--- config.mk ---
export PLATFORM = sky130hd
export DESIGN_NAME = exec_core
export DESIGN_NICKNAME = d
export VERILOG_FILES = /design/src/rtl/exec_core.sv
export SDC_FILE = /design/constraint.sdc
export NUM_CORES = 1
export LEC_CHECK = 0
export BUFFER_PORTS_ARGS = -buffer_cell sky130_fd_sc_hd__buf_2
export CORE_MARGIN = 1.5
export CORE_UTILIZATION = 50
export CTS_CLUSTER_SIZE = 10
export DETAILED_ROUTE_END_ITERATION = 12
export PLACE_DENSITY = 0.79
export REMOVE_ABC_BUFFERS = 1
export SYNTH_ARGS = -nofsm -noshare
export SYNTH_HDL_FRONTEND = slang
export SYNTH_SLANG_ARGS = --single-unit
--- constraint.sdc ---
create_clock -name clk -period 2.6 [get_ports clk]
set_input_delay 0.65 -clock clk [delete_from_list [all_inputs] [get_ports clk]]
set_output_delay 0.65 -clock clk [all_outputs]
set_load 0.005 [all_outputs]
--- src/rtl/exec_core.sv ---
// exec_core: instruction register and field decoder, multi-cycle control
// sequencer, 8-function ALU with registered result, plus the register-file
// store-value mux and the instruction-pointer adjust mux.
//
// Handshake note: there is no valid/ready protocol here. The phase strobes
// are one-hot Moore outputs. Each neighbouring block acts on the cycle its
// strobe is high. instr must be valid whenever do_fetch is high.
// regval1/regval2 must be valid whenever do_aluop is high.
module exec_core #(
    parameter int WORD_WIDTH = 16,
    parameter int BYTE_WIDTH = 8,
    parameter int NIB_WIDTH  = 4
) (
    input  logic                  clk,
    input  logic                  do_reset,
    input  logic [WORD_WIDTH-1:0] instr,
    input  logic [WORD_WIDTH-1:0] regval1,
    input  logic [WORD_WIDTH-1:0] regval2,
    output logic                  do_fetch,
    output logic                  do_regload,
    output logic                  do_aluop,
    output logic                  do_regstore,
    output logic                  do_next,
    output logic [NIB_WIDTH-1:0]  opcode,
    output logic [NIB_WIDTH-1:0]  reg1,
    output logic [NIB_WIDTH-1:0]  reg2,
    output logic [NIB_WIDTH-1:0]  reg3,
    output logic [BYTE_WIDTH-1:0] bigval,
    output logic [NIB_WIDTH-1:0]  smallval,
    output logic                  isaluop,
    output logic [2:0]            aluop,
    output logic [WORD_WIDTH-1:0] aluout,
    output logic                  zero,
    output logic [WORD_WIDTH-1:0] storeval,
    output logic [WORD_WIDTH-1:0] pointer_adj,
    output logic [2:0]            state_dbg
);

    typedef enum logic [2:0] {
        ST_RST      = 3'd0,
        ST_FETCH    = 3'd1,
        ST_REGLOAD  = 3'd2,
        ST_ALUOP    = 3'd3,
        ST_REGSTORE = 3'd4,
        ST_NEXT     = 3'd5
    } state_t;

    localparam logic [NIB_WIDTH-1:0] OP_LOADLO = 4'h1;
    localparam logic [NIB_WIDTH-1:0] OP_JMP    = 4'h2;

    state_t                state_q;
    logic [WORD_WIDTH-1:0] ir_q;
    logic [WORD_WIDTH-1:0] aluout_q;
    logic [WORD_WIDTH-1:0] alu_d;
    logic                  fetch_q, regload_q, aluop_q, regstore_q, next_q;

    // Sequencer: state plus registered one-hot strobes tracking the new state.
    always_ff @(posedge clk or posedge do_reset) begin
        if (do_reset) begin
            state_q    <= ST_RST;
            fetch_q    <= 1'b0;
            regload_q  <= 1'b0;
            aluop_q    <= 1'b0;
            regstore_q <= 1'b0;
            next_q     <= 1'b0;
        end else begin
            fetch_q    <= 1'b0;
            regload_q  <= 1'b0;
            aluop_q    <= 1'b0;
            regstore_q <= 1'b0;
            next_q     <= 1'b0;
            case (state_q)
                ST_RST: begin
                    state_q <= ST_FETCH;
                    fetch_q <= 1'b1;
                end
                ST_FETCH: begin
                    // Branch on the word being latched, not on the old IR.
                    if (instr[15]) begin
                        state_q   <= ST_REGLOAD;
                        regload_q <= 1'b1;
                    end else if (instr[15:12] == OP_LOADLO) begin
                        state_q    <= ST_REGSTORE;
                        regstore_q <= 1'b1;
                    end else begin
                        state_q <= ST_NEXT;
                        next_q  <= 1'b1;
                    end
                end
                ST_REGLOAD: begin
                    state_q <= ST_ALUOP;
                    aluop_q <= 1'b1;
                end
                ST_ALUOP: begin
                    state_q    <= ST_REGSTORE;
                    regstore_q <= 1'b1;
                end
                ST_REGSTORE: begin
                    state_q <= ST_NEXT;
                    next_q  <= 1'b1;
                end
                ST_NEXT: begin
                    state_q <= ST_FETCH;
                    fetch_q <= 1'b1;
                end
                default: begin
                    state_q <= ST_RST;
                end
            endcase
        end
    end

    // Instruction register: captured on the edge that leaves FETCH only.
    always_ff @(posedge clk or posedge do_reset) begin
        if (do_reset) begin
            ir_q <= '0;
        end else if (state_q == ST_FETCH) begin
            ir_q <= instr;
        end
    end

    // ALU function select; shifts use only the low nibble of b.
    always_comb begin
        alu_d = '0;
        case (ir_q[14:12])
            3'd0: alu_d = regval1 + regval2;
            3'd1: alu_d = regval1 - regval2;
            3'd2: alu_d = regval1 & regval2;
            3'd3: alu_d = regval1 | regval2;
            3'd4: alu_d = regval1 ^ regval2;
            3'd5: alu_d = ~regval1;
            3'd6: alu_d = regval1 << regval2[3:0];
            3'd7: alu_d = regval1 >> regval2[3:0];
            default: alu_d = '0;
        endcase
    end

    // ALU result register: updates only on the edge leaving ALUOP.
    always_ff @(posedge clk or posedge do_reset) begin
        if (do_reset) begin
            aluout_q <= '0;
        end else if (state_q == ST_ALUOP) begin
            aluout_q <= alu_d;
        end
    end

    assign do_fetch    = fetch_q;
    assign do_regload  = regload_q;
    assign do_aluop    = aluop_q;
    assign do_regstore = regstore_q;
    assign do_next     = next_q;
    assign state_dbg   = state_q;

    assign opcode   = ir_q[15:12];
    assign reg1     = ir_q[11:8];
    assign reg2     = ir_q[7:4];
    assign reg3     = ir_q[3:0];
    assign bigval   = ir_q[7:0];
    assign smallval = ir_q[3:0];
    assign isaluop  = ir_q[15];
    assign aluop    = ir_q[14:12];

    assign aluout = aluout_q;
    assign zero   = (aluout_q == '0);

    // LOADLO stores the zero-extended immediate; everything else stores the ALU result.
    assign storeval    = (opcode == OP_LOADLO) ? {8'h00, bigval} : aluout_q;
    // JMP moves the pointer back by a sign-extended-negative offset; otherwise step by one.
    assign pointer_adj = (opcode == OP_JMP) ? {8'hFF, bigval} : 16'h0001;

endmodule

After elaboration in Yosys (flattened, before gate mapping). Index checks and enable logic that the tools add are counted.

Bits of input ports: 50. Output and inout bits: 89. Word-level logic and storage cells: 51. Register bits: 40.

$add $sub $neg: 2. Bitwise operators: 4. Reduce and logical (&&, ||, !) cells: 4. Muxes and demuxes: 16. Equality and inequality tests: 15. Shift operators: 2.

Operator list (count): one-hot mux 16 bit (8 select lines) (1); 2-to-1 mux 16 bit (2); == test 3 bit, second input constant (6); adder 16 bit (1); bitwise AND 16 bit (1); logical NOT 16 bit (1); inverter 16 bit (1); OR 16 bit (1); << shifter 16 x 4 -> 16 bit (1); right shift 16 x 4 -> 16 bit (1); subtractor 16 bit (1); XOR 16 bit (1); one-hot mux 3 bit (5 select lines) (1); == test 3 x 2 -> 1 bit, second input constant (4); 2-to-1 mux 1 bit (9); == test 4 x 1 -> 1 bit, second input constant (2); == test 3 x 1 -> 1 bit, second input constant (2); logical NOT 3 bit (2); == test 4 x 2 -> 1 bit, second input constant (1); one-hot mux 1 bit (2 select lines) (2); 2-to-1 mux 3 bit (1); OR reduction 2 bit (1).

Depth between registers and ports, before layout.
Depth in word-level cells: 4. Gate-level depth with buffers: 16. Mapped depth without buffers: 14.

Worst setup path after synthesis. No wires, ideal clock.

Path type: input -> register. From: input port regval2[1]. To: register aluout_q[15] (netlist: aluout[15]). Slack: -0.989 ns. Stages: 15. Buffers on the path: 1. Setup time: 0.069 ns. Data arrival time: 3.520 ns. Path through: clkinv_1 -> buf_1 -> ha_1 -> nand2_1 -> o41ai_1 -> nand2_1 -> xnor2_1 -> ha_1 -> a21oi_1 -> o21ai_0 -> nand3_1 -> nand2_1 -> a41o_1 -> or3_1 -> nand3_1.

Word-level cells in the longest chain between the ends: 2. Elaborated cells between the ends (all ways): 5. Those cells by class: add/sub: 2; shift: 2; mux: 1.

Ends and longest elaborated chain: from (decl) (RTL line 18) `input logic [WORD_WIDTH-1:0] regval2,`; subtractor 16 bit (tied with other cells) (RTL line 127) `3'd1: alu_d = regval1 - regval2;`; one-hot mux 16 bit (8 select lines) (*) (RTL line 125) `case (ir_q[14:12])`; to (signal assigned) (RTL line 143) `aluout_q <= alu_d;`; to (decl) (RTL line 53) `logic [WORD_WIDTH-1:0] aluout_q;`.

Every way passes the cells marked *; elsewhere a longest branch is shown, timed or not. A chain may end at the register's enable or synchronous reset.

Final worst setup path.
From: input port regval2[6]. To: register aluout_q[13] (netlist: aluout[13]).

Word-level cells in the longest chain between the ends: 2. Elaborated cells between the ends (all ways): 3. Those cells by class: add/sub: 2; mux: 1.

Ends and longest elaborated chain (RTL line): subtractor 16 bit / adder 16 bit (equally long branches) (127, 126); one-hot mux 16 bit (8 select lines) (*) (125).

Marks and branches as above.

==> run summary <==
DRC: 0
min-delay worst type: input pin to asynchronous set/reset pin
number of hold violations in the final report: 0
Post-CTS Hold Buffers: 0
global routing usage on met2: 0.584
Post-Synthesis Mean Instance Area: 8.21 um2
IO Port Bufs: 138
fraction of final layout cells sized beyond drive strength 1: 0.462
count of maximum capacitance violations: 0
antenna violations before repair: 0
final core occ: 0.727
clock latency on the worst-skew pair: 0.31 ns
placeable core region: 10300 um2
final non-filler cell area: 7470 um2
total via count in the routed design: 6258
H-tree lvl count: 2
number of core rows: 37
gpl congestion: 1.10
HPWL after detailed placement: 15100 um
final global-route overflow total: 0
sequential standard cell area: 1000 um2
startpoint types: input pin
Yosys Warn Count: 0
clock transition at the register clock pins on the worst setup and hold paths after CTS: 0.10 ns
number of inserted filler cells in the final layout: 755
TritonCTS clock tree: yes
number of enable flip-flop cells after synthesis: 0
RSZ-0062 raised after global routing: true
Antenna Violating Nets Remaining: 0
Slew Limit Fails: 0
Register-to-Register Path Depth: 12
overall die area: 11100 um2
CP Cell Sequence: buf_2 -> buf_4 -> buf_4 -> nor2_1 -> a21oi_2 -> xnor2_1 -> ha_1 -> buf_6 -> nand4_1 -> a31oi_4 -> o21a_4 -> a21oi_2 -> or4_1 -> o211ai_1
average detailed-routed wire length per instance: 21.6 um
worst slew margin relative to its limit: 0.503
number of placed instances with taps included: 960
GRT busiest layer: met2
Global Route met1 Usage: 0.443
via count of the first global-routing pass: 5728
post-detailed-route via-to-cell ratio: 6.33
synthesized netlist cell count: 641
number of CTS-inserted buffers: 5
wire length reported by the detailed router: 21400 um
maximum clock insertion buffer count: 2
diode insertion count for antenna repair: 0
origin of the critical flop-to-flop path: ir_q[14]
Max Fanout on Critical Path: 4
total number of clock tree sinks: 40
width of the die: 106 um
path type of the worst setup path: input pin to flip-flop
Final Instance Count excl. Fillers: 988
DRC violation total after the first TritonRoute iteration: 637
Die Y-Extent: 106 um
upper clock frequency limit: 330 MHz
final worst setup slack: -0.433 ns
critical path endpoint category: flip-flop
detailed-routing iteration count for the pre-antenna-repair pass: 7
cell area after placement: 6580 um2
sequential cell area fraction in the yosys report: 0.190
multi-input gate area in the final layout: 4210 um2
Layout Skew: 0.0165 ns
Top FF cell, synth: dfrtp_1
WP data required: 2.84 ns
final setup fails: 11
Worst Max-Slew Pin Slew: 0.744 ns
standby leakage power: 3.53 nW
starting density of the core: 0.512
Layout Area Growth over Synthesis: 42.0%
summed negative setup slack over all endpoints: -2.81 ns
maximum number of pins on one net before global-route repair: 41
number of I/O pins: 139
peak ir drop on the vdd network: 562 uV
Final #Nets: 951
worst reg2reg setup slack: -0.28 ns
reg2reg end: aluout[13]
worst hold margin: 0.474 ns
failing checks: setup timing
final period demand of the worst path: 3.03 ns
first-pass GRT wire length: 30500 um
Root Driver: clkbuf_8
share of the clock period used by the worst path after layout: 1.17
Critical Path Max Stage Delay: 0.47 ns
slowest stage cell on the critical path: or4_1
endpoint arrival time on the critical path: 3.27 ns
share of flip-flops with an asynchronous set or reset after synthesis: 1.00
GRT Total Usage: 0.348
area of the mapped netlist: 5260 um2
met3 layer usage reported by global route: 0.0686
outcome: finished, violations left
pwr/cell area: 955 nW/um2
unique cell type count in the Yosys netlist: 61
post-synthesis register bit count: 40
## placed cells by master, fill, tap and decap left out, types with 13 or more instances in the layout
cell type and n:
a21oi_2 13, a21oi_1 19, o22ai_1 13, inv_1 44
buf_6 21, xnor2_1 13, buf_4 111, nor2_1 46
ha_1 44, mux2i_1 16, dfrtp_1 40, mux2_2 27
nand2_1 33, o21ai_0 32, buf_2 132
## area by class of cell
cell class	count	area share
multi-input combinational	488	0.563
timing repair buffer	267	0.238
sequential	40	0.134
inverter	49	0.0263
tap	136	0.0228
clock buffer	5	0.00921
clock inverter	3	0.00620
## repair_timing
action                                  in CTS  in global routing
gates cloned                                 0                  1
pin swaps                                   26                 60
setup buffers                               10                 13
resized for setup                           51                 95
endpoints found under the setup margin      20                 28
## worst max-delay path by stage
stage | slack (ns) | startpoint | end | cells past startpoint
after floorplan | -0.78 | ir_q[14] | aluout[15] | 11
after global placement | -0.80 | regval2[0] | aluout[13] | 15
after detailed placement | -0.81 | regval2[0] | aluout[13] | 15
after CTS | -0.32 | regval2[1] | aluout[13] | 17
after global routing | -0.45 | regval2[0] | aluout[13] | 14
final | -0.43 | regval2[6] | aluout[13] | 14
## per-layer routing
layer,up-vias,part of all wire,routed length [um]
met4,0,0.052,1110
li1,2756,-,-
met2,473,0.47,10100
met3,89,0.11,2290
met1,2940,0.37,7900
met5,-,0,0
## cell usage after synthesis, drive strengths merged, types with 3 or more instances
library cell	instances	area, um2
a311oi	3	26.3
a221o	6	60.1
a22oi	3	22.5
and2	12	75.1
a211oi	5	37.5
buf	42	282
nor2b	12	75.1
a32oi	4	35.0
o21ai	42	210
a21oi	34	170
nor3b	5	37.5
nand4	3	18.8
nor4	5	31.3
xnor2	20	175
clkbuf	22	82.6
inv	47	176
o22ai	13	81.3
nand2	39	146
o2111ai	3	26.3
nor2	49	184
a211o	6	52.6
nand2b	12	75.1
dfrtp	40	1000
a21boi	3	22.5
a41o	3	30.0
mux4	12	270
o221ai	11	96.3
o311ai	3	26.3
a31oi	8	50.1
mux2	29	327
nand3	14	70.1
xor2	3	26.3
mux2i	16	160
o211ai	7	52.6
a221oi	7	61.3
and3	5	31.3
nor3	11	55.1
o32a	4	40.0
ha	49	613
## state kept, by name, indices dropped and copies added (netlist names)
| name | cells |
|---|---|
| aluout | 16 |
| do_regstore | 1 |
| do_fetch | 1 |
| ir_q | 16 |
| do_aluop | 1 |
| state_dbg | 3 |
| do_next | 1 |
| do_regload | 1 |
## kinds of logic (layout without fill, tap and decap cells)
| family | count (synthesis) | count (layout) | share of synthesized area |
|---|---|---|---|
| adders and majority gates | 50 | 50 | 0.120 |
| buffers and inverters | 113 | 324 | 0.104 |
| DFF | 40 | 40 | 0.190 |
| AOI/OAI and AO/OA | 178 | 178 | 0.233 |
| muxes | 57 | 57 | 0.144 |
| and+or+nand+nor | 180 | 180 | 0.171 |
| xor gates and xnor gates | 23 | 23 | 0.0383 |
## critical path, delay by kind of cell
kind,cells,cell delay (ns)
compound gates,5,0.73
fa+ha+maj,1,0.37
simple gates,3,0.80
buf+inv,4,0.56
xor+xnor,1,0.14
## power breakdown
part	internal, mW	switching [mW]	total [mW]
sequential	0.919	0.369	1.29
clock	0.289	0.246	0.535
combinational	2.50	2.81	5.31
total	3.71	3.43	7.13
## metrics by stage
step,total power [mW],setup WS [ns]
5_1_grt,7.51,-0.453
3_5_place_dp,5.61,-0.811
2_1_floorplan,3.47,-0.779
3_3_place_gp,5.49,-0.804
6_report,7.13,-0.433
4_1_cts,6.39,-0.325
(Power assumes the default switching activity.)
